**src/rtl/regfile_wb_scheduler_pkg.sv**
```systemverilog
// Shared register-file definitions for the write-back scheduler slice.
// Holds widths, the register index type and small mask helpers.
package aurora_rf_pkg;

   localparam int XLEN       = 64;
   localparam int REG_ADDR_W = 5;
   localparam int NUM_REGS   = 32;

   typedef logic [REG_ADDR_W-1:0] reg_idx_t;

   typedef enum logic [1:0] {
      GRANT_NONE,
      GRANT_MEM,
      GRANT_ALU
   } grant_e;

   function automatic logic [NUM_REGS-1:0] idxToMask(input reg_idx_t idx);
      idxToMask      = '0;
      idxToMask[idx] = 1'b1;
   endfunction

endpackage

```
**src/rtl/regfile_wb_scheduler_if.sv**
```systemverilog
// Issue, producer-result and register-file write-port bundle of the scheduler.
// The slave modport is the scheduler side; the master modport is the surroundings.
interface regfile_wb_scheduler_if
   import aurora_rf_pkg::*;
#(
   parameter int XLEN = aurora_rf_pkg::XLEN
) ();

   logic                issue_valid_i;
   logic                issue_ready_o;
   reg_idx_t            issue_rs1_i;
   reg_idx_t            issue_rs2_i;
   reg_idx_t            issue_rd_i;
   logic                issue_rd_we_i;

   logic                alu_valid_i;
   logic                alu_ready_o;
   reg_idx_t            alu_rd_i;
   logic [XLEN-1:0]     alu_data_i;

   logic                mem_valid_i;
   logic                mem_ready_o;
   reg_idx_t            mem_rd_i;
   logic [XLEN-1:0]     mem_data_i;

   logic                rf_we_o;
   reg_idx_t            rf_waddr_o;
   logic [XLEN-1:0]     rf_wdata_o;
   logic [NUM_REGS-1:0] busy_o;

   modport slave (
      input  issue_valid_i, issue_rs1_i, issue_rs2_i, issue_rd_i, issue_rd_we_i,
      input  alu_valid_i, alu_rd_i, alu_data_i,
      input  mem_valid_i, mem_rd_i, mem_data_i,
      output issue_ready_o, alu_ready_o, mem_ready_o,
      output rf_we_o, rf_waddr_o, rf_wdata_o, busy_o
   );

   modport master (
      output issue_valid_i, issue_rs1_i, issue_rs2_i, issue_rd_i, issue_rd_we_i,
      output alu_valid_i, alu_rd_i, alu_data_i,
      output mem_valid_i, mem_rd_i, mem_data_i,
      input  issue_ready_o, alu_ready_o, mem_ready_o,
      input  rf_we_o, rf_waddr_o, rf_wdata_o, busy_o
   );

endinterface

```
**src/rtl/regfile_wb_scheduler_wb_scoreboard.sv**
```systemverilog
// Pending-write scoreboard: busy mask, set/clear on issue and write-back,
// and the RAW/WAW hazard check that gates instruction issue.
module wb_scoreboard
   import aurora_rf_pkg::*;
(
   input  logic                clk_i,
   input  logic                rst_ni,
   input  logic                issue_valid_i,
   input  reg_idx_t            issue_rs1_i,
   input  reg_idx_t            issue_rs2_i,
   input  reg_idx_t            issue_rd_i,
   input  logic                issue_rd_we_i,
   input  logic                rf_we_i,
   input  reg_idx_t            rf_waddr_i,
   output logic                issue_ready_o,
   output logic [NUM_REGS-1:0] busy_o
);

   logic [NUM_REGS-1:0] busy_q, busy_d;
   logic [NUM_REGS-1:0] clrMask, pendMask, setMask;
   logic                issueAccept;

   // A register being written back this cycle no longer blocks issue; the
   // register file forwards the write data to readers in the same cycle.
   always_comb begin
      clrMask       = rf_we_i ? idxToMask(rf_waddr_i) : '0;
      pendMask      = busy_q & ~clrMask;
      issue_ready_o = !pendMask[issue_rs1_i] && !pendMask[issue_rs2_i] &&
                      !(issue_rd_we_i && pendMask[issue_rd_i]);
      issueAccept   = issue_valid_i && issue_ready_o;
      setMask       = '0;
      if (issueAccept && issue_rd_we_i && (issue_rd_i != '0)) begin
         setMask = idxToMask(issue_rd_i);
      end
      busy_d        = pendMask | setMask;
      busy_d[0]     = 1'b0;
   end

   always_ff @(posedge clk_i or negedge rst_ni) begin
      if (!rst_ni) begin
         busy_q <= '0;
      end else begin
         busy_q <= busy_d;
      end
   end

   assign busy_o = busy_q;

   // Writing a register nobody is waiting for points at a producer bug upstream.
   assert property (@(posedge clk_i) disable iff (!rst_ni)
      rf_we_i |-> busy_q[rf_waddr_i])
      else $error("write-back to non-busy register");

endmodule

```
**src/rtl/regfile_wb_scheduler.sv**
```systemverilog
// Write-back arbiter for the register-file write port with issue scoreboard.
// Define REGFILE_WB_ANTI_STARVE_EN to let a starved ALU force a grant over MEM.
module regfile_wb_scheduler
   import aurora_rf_pkg::*;
#(
   parameter int XLEN         = aurora_rf_pkg::XLEN,
   parameter int STARVE_LIMIT = 4
) (
   input  logic                   clk_i,
   input  logic                   rst_ni,
   regfile_wb_scheduler_if.slave  wb
);

   logic            forceAlu;
   logic            aluReady, memReady;
   logic            aluAccept, memAccept;
   grant_e          grant;

   logic            rfWe_q, rfWe_d;
   reg_idx_t        rfWaddr_q, rfWaddr_d;
   logic [XLEN-1:0] rfWdata_q, rfWdata_d;

`ifdef REGFILE_WB_ANTI_STARVE_EN
   localparam logic [3:0] StarveLimitC = 4'(STARVE_LIMIT);

   logic [3:0] starveCnt_q, starveCnt_d;

   assign forceAlu = wb.alu_valid_i && (starveCnt_q == StarveLimitC);

   // Counts consecutive cycles the ALU waits; any cycle it is idle or served restarts it.
   always_comb begin
      starveCnt_d = '0;
      if (wb.alu_valid_i && !aluReady) begin
         starveCnt_d = (starveCnt_q == StarveLimitC) ? starveCnt_q : starveCnt_q + 4'd1;
      end
   end

   always_ff @(posedge clk_i or negedge rst_ni) begin
      if (!rst_ni) begin
         starveCnt_q <= '0;
      end else begin
         starveCnt_q <= starveCnt_d;
      end
   end
`else
   assign forceAlu = 1'b0;
`endif

   assign memReady  = !forceAlu;
   assign aluReady  = !wb.mem_valid_i || forceAlu;
   assign memAccept = wb.mem_valid_i && memReady;
   assign aluAccept = wb.alu_valid_i && aluReady;

   always_comb begin
      grant = GRANT_NONE;
      if (memAccept) begin
         grant = GRANT_MEM;
      end else if (aluAccept) begin
         grant = GRANT_ALU;
      end
   end

   // Address and data hold on idle cycles so the write port only toggles on results.
   always_comb begin
      rfWe_d    = 1'b0;
      rfWaddr_d = rfWaddr_q;
      rfWdata_d = rfWdata_q;
      unique case (grant)
         GRANT_MEM: begin
            rfWe_d    = (wb.mem_rd_i != '0);
            rfWaddr_d = wb.mem_rd_i;
            rfWdata_d = wb.mem_data_i;
         end
         GRANT_ALU: begin
            rfWe_d    = (wb.alu_rd_i != '0);
            rfWaddr_d = wb.alu_rd_i;
            rfWdata_d = wb.alu_data_i;
         end
         default: begin
            rfWe_d    = 1'b0;
         end
      endcase
   end

   always_ff @(posedge clk_i or negedge rst_ni) begin
      if (!rst_ni) begin
         rfWe_q    <= 1'b0;
         rfWaddr_q <= '0;
         rfWdata_q <= '0;
      end else begin
         rfWe_q    <= rfWe_d;
         rfWaddr_q <= rfWaddr_d;
         rfWdata_q <= rfWdata_d;
      end
   end

   assign wb.alu_ready_o = aluReady;
   assign wb.mem_ready_o = memReady;
   assign wb.rf_we_o     = rfWe_q;
   assign wb.rf_waddr_o  = rfWaddr_q;
   assign wb.rf_wdata_o  = rfWdata_q;

   wb_scoreboard u_scoreboard (
      .clk_i         (clk_i),
      .rst_ni        (rst_ni),
      .issue_valid_i (wb.issue_valid_i),
      .issue_rs1_i   (wb.issue_rs1_i),
      .issue_rs2_i   (wb.issue_rs2_i),
      .issue_rd_i    (wb.issue_rd_i),
      .issue_rd_we_i (wb.issue_rd_we_i),
      .rf_we_i       (rfWe_q),
      .rf_waddr_i    (rfWaddr_q),
      .issue_ready_o (wb.issue_ready_o),
      .busy_o        (wb.busy_o)
   );

   assert property (@(posedge clk_i) (STARVE_LIMIT >= 1) && (STARVE_LIMIT <= 15))
      else $error("STARVE_LIMIT out of range");

endmodule

```
**src/flat_wrapper.sv**
```systemverilog
// flat-port wrapper written by rule: the top's interface ports become plain ports
module regfile_wb_scheduler_flat import aurora_rf_pkg::*;
#(
   parameter int XLEN         = aurora_rf_pkg::XLEN,
   parameter int STARVE_LIMIT = 4
)
  (clk_i, rst_ni, wb_issue_valid_i, wb_issue_rs1_i, wb_issue_rs2_i, wb_issue_rd_i, wb_issue_rd_we_i, wb_alu_valid_i, wb_alu_rd_i, wb_alu_data_i, wb_mem_valid_i, wb_mem_rd_i, wb_mem_data_i, wb_issue_ready_o, wb_alu_ready_o, wb_mem_ready_o, wb_rf_we_o, wb_rf_waddr_o, wb_rf_wdata_o, wb_busy_o);
  regfile_wb_scheduler_if #(.XLEN(XLEN)) wb_i ();
  input  logic clk_i;
  input  logic rst_ni;
  input wire logic [$bits(wb_i.issue_valid_i)-1:0] wb_issue_valid_i;
  input wire logic [$bits(wb_i.issue_rs1_i)-1:0] wb_issue_rs1_i;
  input wire logic [$bits(wb_i.issue_rs2_i)-1:0] wb_issue_rs2_i;
  input wire logic [$bits(wb_i.issue_rd_i)-1:0] wb_issue_rd_i;
  input wire logic [$bits(wb_i.issue_rd_we_i)-1:0] wb_issue_rd_we_i;
  input wire logic [$bits(wb_i.alu_valid_i)-1:0] wb_alu_valid_i;
  input wire logic [$bits(wb_i.alu_rd_i)-1:0] wb_alu_rd_i;
  input wire logic [$bits(wb_i.alu_data_i)-1:0] wb_alu_data_i;
  input wire logic [$bits(wb_i.mem_valid_i)-1:0] wb_mem_valid_i;
  input wire logic [$bits(wb_i.mem_rd_i)-1:0] wb_mem_rd_i;
  input wire logic [$bits(wb_i.mem_data_i)-1:0] wb_mem_data_i;
  output wire logic [$bits(wb_i.issue_ready_o)-1:0] wb_issue_ready_o;
  output wire logic [$bits(wb_i.alu_ready_o)-1:0] wb_alu_ready_o;
  output wire logic [$bits(wb_i.mem_ready_o)-1:0] wb_mem_ready_o;
  output wire logic [$bits(wb_i.rf_we_o)-1:0] wb_rf_we_o;
  output wire logic [$bits(wb_i.rf_waddr_o)-1:0] wb_rf_waddr_o;
  output wire logic [$bits(wb_i.rf_wdata_o)-1:0] wb_rf_wdata_o;
  output wire logic [$bits(wb_i.busy_o)-1:0] wb_busy_o;
  assign wb_i.issue_valid_i = wb_issue_valid_i;
  assign wb_i.issue_rs1_i = wb_issue_rs1_i;
  assign wb_i.issue_rs2_i = wb_issue_rs2_i;
  assign wb_i.issue_rd_i = wb_issue_rd_i;
  assign wb_i.issue_rd_we_i = wb_issue_rd_we_i;
  assign wb_i.alu_valid_i = wb_alu_valid_i;
  assign wb_i.alu_rd_i = wb_alu_rd_i;
  assign wb_i.alu_data_i = wb_alu_data_i;
  assign wb_i.mem_valid_i = wb_mem_valid_i;
  assign wb_i.mem_rd_i = wb_mem_rd_i;
  assign wb_i.mem_data_i = wb_mem_data_i;
  assign wb_issue_ready_o = wb_i.issue_ready_o;
  assign wb_alu_ready_o = wb_i.alu_ready_o;
  assign wb_mem_ready_o = wb_i.mem_ready_o;
  assign wb_rf_we_o = wb_i.rf_we_o;
  assign wb_rf_waddr_o = wb_i.rf_waddr_o;
  assign wb_rf_wdata_o = wb_i.rf_wdata_o;
  assign wb_busy_o = wb_i.busy_o;
  regfile_wb_scheduler #(.XLEN(XLEN), .STARVE_LIMIT(STARVE_LIMIT)) u_core (.clk_i(clk_i), .rst_ni(rst_ni), .wb(wb_i));
endmodule
```
**config.mk**
```make
export PLATFORM = sky130hd
export DESIGN_NAME = regfile_wb_scheduler_flat
export DESIGN_NICKNAME = d
export VERILOG_FILES = /design/src/rtl/regfile_wb_scheduler_pkg.sv /design/src/rtl/regfile_wb_scheduler_if.sv /design/src/rtl/regfile_wb_scheduler_wb_scoreboard.sv /design/src/rtl/regfile_wb_scheduler.sv /design/src/flat_wrapper.sv
export SDC_FILE = /design/constraint.sdc
export NUM_CORES = 1
export LEC_CHECK = 0
export ABC_AREA = 1
export BUFFER_PORTS_ARGS = -buffer_cell sky130_fd_sc_hd__buf_2
export CAP_MARGIN = 20
export CORE_MARGIN = 3
export CORE_UTILIZATION = 45
export DETAILED_ROUTE_END_ITERATION = 8
export PLACE_DENSITY = 0.77
export SYNTH_ARGS = -nofsm -noshare
export SYNTH_HDL_FRONTEND = slang
export SYNTH_HIERARCHICAL = 1
export SYNTH_SLANG_ARGS = --single-unit
```
**constraint.sdc**
```tcl
create_clock -name clk_i -period 5.1 [get_ports clk_i]
set_input_delay 0.255 -clock clk_i [delete_from_list [all_inputs] [get_ports clk_i]]
set_output_delay 0.255 -clock clk_i [all_outputs]
set_load 0.05 [all_outputs]
```
# After elaboration in Yosys (flattened, before gate mapping)
# Cells that the tools add are included.
# op_classes
order_cmp	6
eq_ne	2
muxes	17
bitwise	3
n_reduce_logical	17
# ops
op	count
64-bit case mux with 2 select lines	1
32-bit two-way mux	2
32-bit bitwise AND	1
32-bit inverter	1
32-bit bitwise OR	1
5-bit by 6-bit less-than comparator with 1-bit output, second input constant	4
1-bit binary-select mux with 5-bit select	3
5-bit nonzero test	3
1-bit demux with 5-bit select	2
5-bit by 1-bit greater-or-equal comparator with 1-bit output, second input constant	2
5-bit case mux with 2 select lines	1
1-bit logical AND	9
1-bit two-way mux	5
1-bit logical NOT	4
2-bit two-way mux	2
2-bit by 1-bit equality test with 1-bit output, second input constant	1
2-bit equality test, second input constant	1
1-bit case mux with 2 select lines	1
2-bit nonzero test	1
# totals
register_bits	101
in_bits	159
out_inout_bits	105
wordCells	49

# Depth between registers and ports, before layout
# depth
word_depth	17
ltp_mapped	17
depth_no_buf	15

# Modules after synthesis
# The synthesis kept the hierarchy.
# modules_own_cells
module	instances	cells_per_inst	area_per_inst_um2	seq_area_each_um2
regfile_wb_scheduler	1	383	3091.7	1751.7
wb_scoreboard	1	470	2741.4	775.7

# Worst setup path before layout
# OpenSTA, ideal clock, no wires.
# synth_timing
kind	flip-flop to output port
from	register u_core.rfWaddr_q[0], in the netlist u_core/wb.rf_waddr_o[0]
to	output wb_issue_ready_o
arrival_time_ns	2.277
setup_slack_ns	2.568
stages_incl_launch_ff	12
path_cell_list	dfrtp_1 > nand3_4 > o21ai_1 > nand2_1 > nand3_1 > nand2_1 > nand3_1 > nand2_1 > nand2_1 > nand2_1 > nor2_4 > and2_1
# synth_via
elab_chain_len	12
elab_cells_between_ends	20
classes_between	2 x order compare; 9 x mux; 2 x bitwise; 7 x reduce/logical
# synth_lines
item	line_no	rtl
from (decl)	regfile_wb_scheduler.sv:20	reg_idx_t rfWaddr_q, rfWaddr_d;
from (signal assigned)	regfile_wb_scheduler.sv:92	rfWaddr_q <= rfWaddr_d;
5-bit by 6-bit less-than comparator with 1-bit output (implied by the code) or 5-bit by 1-bit greater-or-equal comparator with 1-bit output (tied branches)	regfile_wb_scheduler_pkg.sv:19	idxToMask[idx] = 1'b1;
1-bit logical AND (implied by the code)	regfile_wb_scheduler_pkg.sv:19	
1-bit two-way mux (implied by the code)	regfile_wb_scheduler_pkg.sv:19	
1-bit demux with 5-bit select *	regfile_wb_scheduler_pkg.sv:19	
32-bit two-way mux *	regfile_wb_scheduler_wb_scoreboard.sv:26	clrMask = rf_we_i ? idxToMask(rf_waddr_i) : '0;
32-bit inverter *	regfile_wb_scheduler_wb_scoreboard.sv:27	pendMask = busy_q & ~clrMask;
32-bit bitwise AND *	regfile_wb_scheduler_wb_scoreboard.sv:27	
1-bit binary-select mux with 5-bit select, on equally long branches	regfile_wb_scheduler_wb_scoreboard.sv:28, regfile_wb_scheduler_wb_scoreboard.sv:29	
1-bit two-way mux, on equally long branches	regfile_wb_scheduler_wb_scoreboard.sv:28, regfile_wb_scheduler_wb_scoreboard.sv:29	
1-bit logical NOT or 1-bit logical AND (tied branches)	regfile_wb_scheduler_wb_scoreboard.sv:28, regfile_wb_scheduler_wb_scoreboard.sv:29	
1-bit logical AND or 1-bit logical NOT (tied branches)	regfile_wb_scheduler_wb_scoreboard.sv:28, regfile_wb_scheduler_wb_scoreboard.sv:29	
1-bit logical AND *	regfile_wb_scheduler_wb_scoreboard.sv:28	issue_ready_o = !pendMask[issue_rs1_i] && !pendMask[issue_rs2_i] &&
to (decl)	flat_wrapper.sv:22	output wire logic [$bits(wb_i.issue_ready_o)-1:0] wb_issue_ready_o;
# Every way passes the cells marked *; elsewhere a longest branch is shown, timed or not. The select of a mux whose other input is x is not followed.

# Final worst setup path
# layout_timing
from	register u_core.rfWaddr_q[3], in the netlist u_core/wb.rf_waddr_o[3]
to	output wb_issue_ready_o
# The elaborated chain is that of the path after synthesis.

==> impl_metrics.yaml <==
status:
  status: "completed"
routing:
  drt-pass1-iter-count: 5
  ant_nets: 0
  wl_um: 22600
  vias: 6720
  wire_per_inst_um: 17.9
  drt-vias-per-instance: 5.33
  route.detailed.drc: 0
  drtIter0Drc: 725
final_layout:
  num_antenna_cells: 0
  drive_gt1_share_pct: 27.2
  final_common_cell: "nand2_1"
  final_cell_mix: "nand2_1, buf_2, nand3_1"
  area_delta_synth_final_pct: 27.2
  nets: 1248
  final_cell_count_no_fill: 1261
synthesis:
  syn_inst: 853
  synth_compound_area_share_pct: 2.96
  syn_area_um2: 5830
  synthXorXnorAreaFrac_pct: 0
  ys_ff_latch: 101
  ys_types: 26
  ys_warn_count: 6
  synth_area_per_cell_um2: 6.84
  synth_top_area_share_pct: 43.3
  synthTopCellsByArea: "dfrtp_1, nand2_1, nand3_1"
  synth_top_family_by_area: "simple AND/OR/NAND/NOR gates"
  yosys-mux-area-fraction_pct: 0
  syn_nets: 1012
  yosys.area_share.simple_pct: 46.4
  yosysTopAreaCell: "dfrtp_1"
  synth-adder-area-share_pct: 0
  seq_area_frac_synth_pct: 43.3
flow_run:
  cap_violations: 0
setup_path:
  reg2reg_from: "u_core/wb.rf_waddr_o[3]"
  slowest_stage: "dfrtp_1"
  crit_top_cell: "nand2_1"
  max_stage_delay_ps: 590
  r2r-end: "u_core/u_scoreboard/busy_o[22]"
  cp.arrival_ps: 3320
  crit_fanout: 32
  reg2reg_slack_ps: 2110
  crit_type: "flop to output port"
  reg2regPathDepth: 12
  crit_path_end_kind: "output port"
  critical_path.startpoint_type: "flop"
  crit_path_cell_trace: "nand3_1 -> o21ai_1 -> nand2_1 -> nand3_1 -> nand2_1 -> nand3_1 -> nand2_1 -> nand2_1 -> nand2_1 -> nor2_4 -> and2_1 -> buf_2"
  crit_required_ps: 4850
clock_network:
  cts_root_buf: "clkbuf_16"
  cts_tree: "yes"
  cts_setup_buffers: 0
  cts_max_path_buffers: 2
  cts_buffers: 9
  clock-sinks: 101
  clk_pin_slew_ps: 70
  worstSkewPairLatency_ps: 350
  cts_htree_levels: 3
global_routing:
  grt_pass1_wl_um: 34300
  grt_pass1_vias: 6201
  overflow: 0
  grt_antenna_before_repair: 0
  grt_max_degree: 73
  grt_usage_pct: 30.9
timing:
  setup_violations: 0
  setup_tns_ps: 0
  relSlewSlack_pct: 39.5
  fin_crit_ps: 3580
  finalHoldViolations: 0
  rsz0062_at_grt: "false"
  worst_pin_slew_ps: 907
  fin_skew_ps: 8.96
  timing.final.crit_share_pct: 70.2
  drv_slew: 0
  timing.fmax_mhz: 279
worst_hold_path:
  hold_end: "u_core/wb.rf_wdata_o[27]"
  holdCritPathClass: "input port to flop"
  min_from: "wb_alu_data_i[27]"
  hold_depth: 3
pwr:
  seqPwrFrac_pct: 34.8
  power_density_nw_per_um2: 413
  p_sw_w: 0.00144
  p_int_w: 0.00162
  swShare_pct: 47.0
  clkPwrFrac_pct: 22.3
  power_leakage_nw: 4.04
  vdd.ir_drop.worst_uv: 244
  combPwrFrac_pct: 42.9
placed_design:
  io_buffers: 261
  dpl.cell_count: 1245
  gp_congestion: 1.02
  hpwl_um: 17300
floorplan:
  start_util_pct: 47.2
  core_area_um2: 12400
  die_h_um: 120
  die_area_um2: 14400
  io_pins: 264
  rows: 40
  die_x_um: 120
## metal layers
metal	vias to the layer above	global-route usage (%)	wire, um	share of wire (%)
li1	3199	-	-	-
met1	3080	40.5	8990	40
met2	390	48.9	10500	46
met3	51	8.72	2290	10
met4	0	11.3	808	3.6
met5	-	0	0	0
## critical path, delay by kind of cell, from the launching register on
kind / cells / cell delay, ps
simple gates: 10 / 1740
buf+inv: 1 / 260
compound gates: 1 / 370
flops: 1 / 590
## stage by stage
step / hold WS, ps / setup WS, ps / total power [W] / area (um2) / utilization (%)
floorplan: -40.6 / 2570 / 0.00199 / 5830 / -
global placement: 306 / 1980 / 0.00237 / 7120 / 57.6
detailed placement: 307 / 2020 / 0.00238 / 7120 / 57.6
global route: 92.1 / 1390 / 0.00321 / 7420 / 60.0
finish: 96.1 / 1520 / 0.00306 / 7420 / 60.0
CTS: 89.7 / 1640 / 0.00306 / 7420 / 60.0
## state kept, by name, summed over array words and instances, names as in the netlist
register and count:
u_core/wb.rf_waddr_o 5, u_core/u_scoreboard/busy_o 31, u_core/wb.rf_we_o 1, u_core/wb.rf_wdata_o 64
## logic make-up (layout without fill, tap and decap cells)
kind of cell           count (synthesis)  count (layout)
DFF                                  101             101
other                                  2               2
and+or+nand+nor                      639             639
AOI/OAI and AO/OA                     29              29
buffers and inverters                 82             322
## cell type report
| class | instances | area (um2) |
|---|---|---|
| fillers | 1245 | 4940 |
| multi-input cells | 670 | 2890 |
| flip-flops and latches | 101 | 2530 |
| repair buffers | 266 | 1350 |
| clock buffers | 10 | 229 |
| well taps | 168 | 210 |
| inverters | 41 | 154 |
| clock inverters | 5 | 60.1 |
## synth_stat cells, drive strengths merged
master / number
a21oi: 10
o211ai: 1
clkinv: 1
nor3: 1
clkbuf: 9
o21ai: 17
buf: 32
and2: 2
nand3: 132
nor2: 85
o21bai: 1
nand4: 31
dfrtp: 101
nand2: 387
conb: 2
nand3b: 1
inv: 40
## power by group through the flow
stage | Combinational [W] | Sequential (W) | Clock (W)
finish | 0.00131 | 0.00107 | 0.000683
global route | 0.00139 | 0.00108 | 0.000731
CTS | 0.00130 | 0.00107 | 0.000698
detailed placement | 0.00130 | 0.00108 | 0
global placement | 0.00129 | 0.00108 | 0
floorplan | 0.000413 | 0.00157 | 0
## how the worst max path moves through the flow
stage | start | endpoint | slack (ps) | cells after the start
final | u_core/wb.rf_waddr_o[3] | wb_issue_ready_o | 1520 | 12
after global routing | u_core/wb.rf_waddr_o[4] | wb_issue_ready_o | 1390 | 13
after CTS | u_core/wb.rf_waddr_o[0] | wb_issue_ready_o | 1640 | 13
after detailed placement | u_core/wb.rf_waddr_o[0] | wb_issue_ready_o | 2020 | 13
after global placement | u_core/wb.rf_waddr_o[0] | wb_issue_ready_o | 1980 | 13
after floorplan | u_core/wb.rf_waddr_o[0] | wb_issue_ready_o | 2570 | 11
## repair_timing
item	4_1_cts	5_1_grt
endpoints found under the hold margin	45	0
resized for setup	0	0
hold buffers	1	0
(Power assumes the default switching activity.)
